**src/rtl/mm_ctrl_pkg.sv**
```systemverilog
// Shared constants, token field positions and encodings for the matching-memory controller.
// Imported by the interface, the presence table and the controller top.
package mm_ctrl_pkg;

    localparam int DEPTH  = 64;
    localparam int ADDR_W = $clog2(DEPTH);
    localparam int PKT_W  = 38;
    localparam int OCC_W  = ADDR_W + 1;

    // Token layout: {color/gen[37:27], dest[26:20], LR[19], MF[18], C/Z[17:16], data[15:0]}
    localparam int CGD_MSB  = 37;
    localparam int CGD_LSB  = 20;
    localparam int DEST_MSB = 26;
    localparam int DEST_LSB = 20;
    localparam int LR_BIT   = 19;
    localparam int MF_BIT   = 18;
    localparam int CZ_MSB   = 17;
    localparam int CZ_LSB   = 16;
    localparam int DATA_MSB = 15;
    localparam int DATA_LSB = 0;

    typedef enum logic [1:0] {
        ST_INIT       = 2'd0,
        ST_RUN        = 2'd1,
        ST_FLUSH_WAIT = 2'd2
    } state_e;

    typedef enum logic [1:0] {
        ACT_PASS  = 2'd0,
        ACT_PARK  = 2'd1,
        ACT_MATCH = 2'd2,
        ACT_COLL  = 2'd3
    } action_e;

    function automatic logic [ADDR_W-1:0] pkt_addr(input logic [PKT_W-1:0] pkt);
        return pkt[DEST_LSB +: ADDR_W];
    endfunction

    // Decides what the RAM stage does with a token given the entry it addresses.
    function automatic action_e classify(input logic mf, input logic present,
                                         input logic side, input logic lr);
        action_e act;
        if (!mf)               act = ACT_PASS;
        else if (!present)     act = ACT_PARK;
        else if (side != lr)   act = ACT_MATCH;
        else                   act = ACT_COLL;
        return act;
    endfunction

endpackage

```
**src/rtl/mm_ctrl_if.sv**
```systemverilog
// Token and stage-issue bus of the matching-memory controller.
// Both channels are valid/ready: a transfer happens on a rising CP edge where valid and
// ready are both high; once valid is raised, the payload holds until that transfer.
interface mm_ctrl_if;
    import mm_ctrl_pkg::*;

    logic              tok_valid;
    logic              tok_ready;
    logic [PKT_W-1:0]  tok_pkt;

    logic              st_valid;
    logic              st_ready;
    logic [PKT_W-1:0]  st_pkt;
    logic              WR_E;
    logic              DEL;
    logic [ADDR_W-1:0] ADDR;

    modport master (
        output tok_valid, tok_pkt, st_ready,
        input  tok_ready, st_valid, st_pkt, WR_E, DEL, ADDR
    );

    modport slave (
        input  tok_valid, tok_pkt, st_ready,
        output tok_ready, st_valid, st_pkt, WR_E, DEL, ADDR
    );

endinterface

```
**src/rtl/mm_presence_tbl.sv**
```systemverilog
// Presence/side flags mirroring the waiting-operand RAM: one combinational read port,
// one write port that sets or clears an entry, and a sweep port that clears one entry.
module mm_presence_tbl
    import mm_ctrl_pkg::*;
(
    input  logic              CP,
    input  logic [ADDR_W-1:0] i_rd_addr,
    output logic              o_rd_present,
    output logic              o_rd_side,
    input  logic              i_wr_en,
    input  logic              i_wr_set,
    input  logic              i_wr_side,
    input  logic [ADDR_W-1:0] i_wr_addr,
    input  logic              i_clr_en,
    input  logic [ADDR_W-1:0] i_clr_addr
);

    logic [DEPTH-1:0] r_present;
    logic [DEPTH-1:0] r_side;

    // No reset here: the controller's INIT sweep is what brings the table to a known state.
    always_ff @(posedge CP) begin
        if (i_clr_en) begin
            r_present[i_clr_addr] <= 1'b0;
        end else if (i_wr_en) begin
            r_present[i_wr_addr] <= i_wr_set;
            if (i_wr_set) begin
                r_side[i_wr_addr] <= i_wr_side;
            end
        end
    end

    assign o_rd_present = r_present[i_rd_addr];
    assign o_rd_side    = r_side[i_rd_addr];

endmodule

```
**src/rtl/mm_ctrl.sv**
```systemverilog
// Matching-memory controller: classifies each token against the presence table and issues
// it to the MMRAM stage with WR_E/DEL/ADDR one cycle later; sweeps the table after reset/flush.
module mm_ctrl
    import mm_ctrl_pkg::*;
(
    input  logic             CP,
    input  logic             MR,
    mm_ctrl_if.slave         bus,
    input  logic             flush,
    output logic [OCC_W-1:0] occupancy,
    output logic             collision,
    output logic             busy,
    output state_e           o_dbg_state
);

    state_e            r_state;
    state_e            w_next_state;
    logic [ADDR_W-1:0] r_sweep;

    logic              r_st_valid;
    logic [PKT_W-1:0]  r_st_pkt;
    logic              r_wr_e;
    logic              r_del;
    logic [ADDR_W-1:0] r_addr;
    logic [OCC_W-1:0]  r_occupancy;
    logic              r_collision;

    logic              w_tok_ready;
    logic              w_busy;
    logic              w_sweep_en;
    logic              w_accept;
    logic              w_leave_flush;
    logic [ADDR_W-1:0] w_tok_addr;
    logic              w_rd_present;
    logic              w_rd_side;
    action_e           w_action;
    logic              w_tbl_wr_en;

    // ---------------- FSM ----------------
    always_ff @(posedge CP) begin
        if (MR) begin
            r_state <= ST_INIT;
        end else begin
            r_state <= w_next_state;
        end
    end

    always_comb begin
        w_next_state = r_state;
        w_tok_ready  = 1'b0;
        w_busy       = 1'b0;
        w_sweep_en   = 1'b0;
        unique case (r_state)
            ST_INIT: begin
                w_busy     = 1'b1;
                w_sweep_en = 1'b1;
                if (r_sweep == ADDR_W'(DEPTH - 1)) begin
                    w_next_state = ST_RUN;
                end
            end
            ST_RUN: begin
                w_tok_ready = !flush && (!r_st_valid || bus.st_ready);
                if (flush) begin
                    w_next_state = ST_FLUSH_WAIT;
                end
            end
            ST_FLUSH_WAIT: begin
                w_busy = 1'b1;
                // The parked issue must leave the output register before the sweep starts.
                if (!r_st_valid) begin
                    w_next_state = ST_INIT;
                end
            end
            default: begin
                w_next_state = ST_INIT;
            end
        endcase
    end

    always_ff @(posedge CP) begin
        if (MR || !w_sweep_en) begin
            r_sweep <= '0;
        end else begin
            r_sweep <= r_sweep + 1'b1;
        end
    end

    // ---------------- classification ----------------
    assign w_accept      = bus.tok_valid && w_tok_ready;
    assign w_tok_addr    = pkt_addr(bus.tok_pkt);
    assign w_action      = classify(bus.tok_pkt[MF_BIT], w_rd_present, w_rd_side,
                                    bus.tok_pkt[LR_BIT]);
    assign w_tbl_wr_en   = w_accept && (w_action == ACT_PARK || w_action == ACT_MATCH);
    assign w_leave_flush = (r_state == ST_FLUSH_WAIT) && (w_next_state == ST_INIT);

    mm_presence_tbl u_tbl (
        .CP           (CP),
        .i_rd_addr    (w_tok_addr),
        .o_rd_present (w_rd_present),
        .o_rd_side    (w_rd_side),
        .i_wr_en      (w_tbl_wr_en),
        .i_wr_set     (w_action == ACT_PARK),
        .i_wr_side    (bus.tok_pkt[LR_BIT]),
        .i_wr_addr    (w_tok_addr),
        .i_clr_en     (w_sweep_en && !MR),
        .i_clr_addr   (r_sweep)
    );

    // ---------------- issue register ----------------
    always_ff @(posedge CP) begin
        if (MR) begin
            r_st_valid <= 1'b0;
            r_st_pkt   <= '0;
            r_wr_e     <= 1'b0;
            r_del      <= 1'b0;
            r_addr     <= '0;
        end else if (w_accept) begin
            r_st_valid <= 1'b1;
            r_st_pkt   <= bus.tok_pkt;
            r_wr_e     <= (w_action == ACT_PARK);
            r_del      <= (w_action == ACT_PARK) || (w_action == ACT_COLL);
            r_addr     <= w_tok_addr;
        end else if (bus.st_ready) begin
            // WR_E/DEL only mean something alongside st_valid, so drop them with it.
            r_st_valid <= 1'b0;
            r_wr_e     <= 1'b0;
            r_del      <= 1'b0;
        end
    end

    // ---------------- occupancy / collision ----------------
    always_ff @(posedge CP) begin
        if (MR) begin
            r_occupancy <= '0;
            r_collision <= 1'b0;
        end else if (w_leave_flush) begin
            r_occupancy <= '0;
            r_collision <= 1'b0;
        end else if (w_accept) begin
            unique case (w_action)
                ACT_PARK:  r_occupancy <= r_occupancy + OCC_W'(1);
                ACT_MATCH: r_occupancy <= r_occupancy - OCC_W'(1);
                ACT_COLL:  r_collision <= 1'b1;
                default:   ;
            endcase
        end
    end

    a_no_underflow: assert property (@(posedge CP) disable iff (MR)
        !(w_accept && w_action == ACT_MATCH && r_occupancy == '0));

    a_no_overflow: assert property (@(posedge CP) disable iff (MR)
        r_occupancy <= OCC_W'(DEPTH));

    // ---------------- outputs ----------------
    assign bus.tok_ready = w_tok_ready;
    assign bus.st_valid  = r_st_valid;
    assign bus.st_pkt    = r_st_pkt;
    assign bus.WR_E      = r_wr_e;
    assign bus.DEL       = r_del;
    assign bus.ADDR      = r_addr;
    assign occupancy     = r_occupancy;
    assign collision     = r_collision;
    assign busy          = w_busy;
    assign o_dbg_state   = r_state;

endmodule

```
**src/flat_wrapper.sv**
```systemverilog
// flat-port wrapper written by rule: the top's interface ports become plain ports
module mm_ctrl_flat import mm_ctrl_pkg::*;
  (CP, MR, flush, occupancy, collision, busy, o_dbg_state, bus_tok_valid, bus_tok_pkt, bus_st_ready, bus_tok_ready, bus_st_valid, bus_st_pkt, bus_WR_E, bus_DEL, bus_ADDR);
  mm_ctrl_if bus_i ();
  input  logic CP;
  input  logic MR;
  input  logic flush;
  output logic [OCC_W-1:0] occupancy;
  output logic collision;
  output logic busy;
  output state_e o_dbg_state;
  input wire logic [$bits(bus_i.tok_valid)-1:0] bus_tok_valid;
  input wire logic [$bits(bus_i.tok_pkt)-1:0] bus_tok_pkt;
  input wire logic [$bits(bus_i.st_ready)-1:0] bus_st_ready;
  output wire logic [$bits(bus_i.tok_ready)-1:0] bus_tok_ready;
  output wire logic [$bits(bus_i.st_valid)-1:0] bus_st_valid;
  output wire logic [$bits(bus_i.st_pkt)-1:0] bus_st_pkt;
  output wire logic [$bits(bus_i.WR_E)-1:0] bus_WR_E;
  output wire logic [$bits(bus_i.DEL)-1:0] bus_DEL;
  output wire logic [$bits(bus_i.ADDR)-1:0] bus_ADDR;
  assign bus_i.tok_valid = bus_tok_valid;
  assign bus_i.tok_pkt = bus_tok_pkt;
  assign bus_i.st_ready = bus_st_ready;
  assign bus_tok_ready = bus_i.tok_ready;
  assign bus_st_valid = bus_i.st_valid;
  assign bus_st_pkt = bus_i.st_pkt;
  assign bus_WR_E = bus_i.WR_E;
  assign bus_DEL = bus_i.DEL;
  assign bus_ADDR = bus_i.ADDR;
  mm_ctrl u_core (.CP(CP), .MR(MR), .bus(bus_i), .flush(flush), .occupancy(occupancy), .collision(collision), .busy(busy), .o_dbg_state(o_dbg_state));
endmodule
```
**config.mk**
```make
export PLATFORM = sky130hd
export DESIGN_NAME = mm_ctrl_flat
export DESIGN_NICKNAME = d
export VERILOG_FILES = /design/src/rtl/mm_ctrl_pkg.sv /design/src/rtl/mm_ctrl_if.sv /design/src/rtl/mm_presence_tbl.sv /design/src/rtl/mm_ctrl.sv /design/src/flat_wrapper.sv
export SDC_FILE = /design/constraint.sdc
export NUM_CORES = 1
export LEC_CHECK = 0
export CAP_MARGIN = 0
export CORE_ASPECT_RATIO = 1.75
export CORE_MARGIN = 2
export CORE_UTILIZATION = 55
export DETAILED_ROUTE_END_ITERATION = 8
export GPL_TIMING_DRIVEN = 0
export MAX_ROUTING_LAYER = met4
export PLACE_DENSITY = 0.78
export RECOVER_POWER = 25
export SLEW_MARGIN = 20
export SYNTH_ARGS = -nofsm -noshare
export SYNTH_HDL_FRONTEND = slang
export SYNTH_SLANG_ARGS = --single-unit
```
**constraint.sdc**
```tcl
create_clock -name CP -period 7.58 [get_ports CP]
set_input_delay 1.516 -clock CP [delete_from_list [all_inputs] [get_ports CP]]
set_output_delay 1.516 -clock CP [all_outputs]
set_load 0.01 [all_outputs]
```
==> reports/results.tsv <==
metric	value	unit
CTS Root Cell	clkbuf_16	
RSZ-0062 raised after global routing	false	
First-pass DRT Iterations	6	
WP data required	7.88	ns
Ports	102	
Iter 0 DRT Violations	972	
area leader, netlist	edfxtp_1	
Hold WC Path Type	register to register	
Async SR Flop Fraction	0	%
ANT cells	0	
status	complete, no violations	
total grt overflow	0	
reg2reg start	u_core.u_tbl.r_side[29]	
Setup crit start	bus_tok_pkt[21]	
die area	18400	µm²
drt wl/cell	24.4	µm
measured slew at the worst slew-check pin	1.26	ns
DR vias/cell	6.57	
post-CTS setup buffer count	0	
initial antenna violation count	0	
Cell Rows	63	
most frequent cells in the layout	nand2_1, edfxtp_1, nor2_1	
most common cell after layout, fill and taps aside	nand2_1	
Slew HR	15.5	%
cts bufs inserted	17	
Final Hold Fails	0	
GRT Total Usage	36.9	%
clock latency on the worst-skew pair	0.45	ns
Net Count, Synth	1009	
vias in the first global route	8455	
minimum clock period	6.88	ns
placed instance area	10800	µm²
final wirelength	32100	µm
post-synthesis sequential area ratio	52.5	%
largest cells by area after synthesis	edfxtp_1, dfxtp_1, nand2_1	
Max VDD drop	0.175	mV
WHS	0.453	ns
Worst-path clk slew	0.07	ns
Post-synth EDFFs	128	
worst slack, placed	0.521	ns
GP Congestion	1.04	
Mapped Avg Cell Area	9.90	µm²
cells after synthesis	959	
CP endpoint kind	register	
Post-route DRC	0	
Starting Density	56.0	%
Leak	3.80	nW
Die W	103	µm
pwr dens	198	nW/µm²
Fillers	1326	
antenna viol nets, final	0	
skew final	0.0121	ns
CTS resizes	0	
Syn. warnings	0	
CTS max path bufs	2	
Hold Startpoint	u_core.bus.st_pkt[12]	
HPWL after DPL	22800	µm
largest net degree at the start of global routing	37	
H-tree levels	4	
number of synthesized register bits	185	
Synth top area share	40.5	%
startpoint types	input port	
clk sinks	185	
PortBufs	97	
global-route wire length before repair	48000	µm
Crit Path Class	input port to register	
final setup fails	0	
fin area	11400	µm²
Post-CTS Hold Buffers	0	
Slew Viols, Final	0	
Multi-input gate area	4090	µm²
ratio of cells with drive above 1 in the final layout	9.97	%
largest fanout on the critical path	10	
Yosys cell types	65	
final period utilization	90.8	%
Final #Nets	1130	
ys flop type	edfxtp_1	
Max Cap Violations	0	
Via Count	8672	
core area	16900	µm²
CTS tree	built	
Arr. time, crit path	7.18	ns
Fmax achieved	0.145	GHz
Mapped Area	9500	µm²
sequential cell area	4980	µm²
die height	178	µm
Area Overhead vs Synth	20.2	%
final worst slack	0.700	ns
Setup Total Neg Slack	0	ns
worst max-delay path, cell delays in order:
cell and delay (ns):
clkdlybuf4s50_1 0.45, buf_2 0.23, buf_6 0.18, buf_2 0.21
buf_2 0.24, nor3b_2 1.02, a22oi_1 0.18, a31oi_1 0.24
a211oi_1 0.10, nand3_1 0.20, xor2_1 0.36, nor2b_1 0.27
and2_1 0.27, ha_1 0.30, nor2b_1 0.14, o21ai_0 0.21
a21boi_0 0.15, o21ai_0 0.22, nand2_1 0.12, nor3b_1 0.15
a221oi_1 0.24, o311ai_0 0.18
per-stage QoR:
step,power (mW),std cells,util [%]
after detailed placement,1.36,1288,63.9
after CTS,2.25,1320,67.5
after global placement,1.35,1283,63.4
after floorplan,1.26,959,-
final,2.26,1320,67.3
after global routing,2.31,1320,67.3
kinds of logic after synthesis:
logic type | share of synthesized area [%]
buffers and inverters | 4.74
multiplexers | 4.43
XOR/XNOR | 0.738
AO/OA/AOI/OAI | 18.3
adder cells (fa/ha/maj) | 1.00
AND/OR/NAND/NOR | 18.3
flip-flops | 52.5
state kept, by name (all words and copies together), names as in the netlist:
| signal | count |
|---|---|
| u_core.occupancy | 7 |
| u_core.r_sweep | 6 |
| u_core.collision | 1 |
| u_core.bus.st_valid | 1 |
| u_core.bus.ADDR | 5 |
| u_core.u_tbl.r_side | 64 |
| u_core.u_tbl.r_present | 64 |
| u_core.bus.WR_E | 1 |
| u_core.o_dbg_state | 2 |
| u_core.bus.DEL | 1 |
| u_core.bus.st_pkt | 33 |
layer usage:
layer / vias up / global-route usage, % / wire (µm)
met3: 198 / 6.50 / 2960
met4: 0 / 25.2 / 2640
li1: 3772 / - / -
met1: 4094 / 41.2 / 10600
met5: - / - / 0
met2: 608 / 59.2 / 15900
cell type report:
type	instances	area share, %
inverters	9	0.296
clock buffers	17	3.73
repair buffers	102	8.75
flip-flops and latches	185	43.7
multi-input cells	673	35.8
well taps	227	2.49
plain buffers	92	3.65
clock inverters	15	1.59
power breakdown:
part | internal (mW) | total [mW] | switching [mW]
sequential | 1.10 | 1.12 | 0.0130
clock | 0.474 | 0.917 | 0.443
combinational | 0.0804 | 0.226 | 0.146
cells in the mapped netlist, types with 3 or more instances:
library cell and count:
nand2_1 184, xnor2_1 5, nor2_1 88, dfxtp_1 57
a22oi_1 14, or3b_2 6, o221ai_1 3, nor3b_1 11
mux4_2 6, buf_4 6, buf_1 7, clkbuf_1 50
mux2_2 12, nor2b_1 8, ha_1 6, o21ai_0 73
edfxtp_1 128, o31ai_1 3, a32o_1 64, and3b_1 8
nand3b_1 5, a221oi_1 8, nand2b_1 9, nand3_1 19
nor3_1 11, xor2_1 3, inv_1 8, mux2i_1 15
a21oi_1 53, or3_1 4, and3_1 6, and2_1 11
buf_2 26
path summary, 6_finish.rpt:
kind                            to  slack, ns  cells past startpoint
min          u_core.bus.st_pkt[12]       0.45                      2
max reg2reg    u_core.occupancy[6]       2.86                     17
max            u_core.occupancy[6]       0.70                     22
min reg2reg  u_core.bus.st_pkt[12]       0.45                      2
No activity file was read; power rests on OpenSTA's default activity.
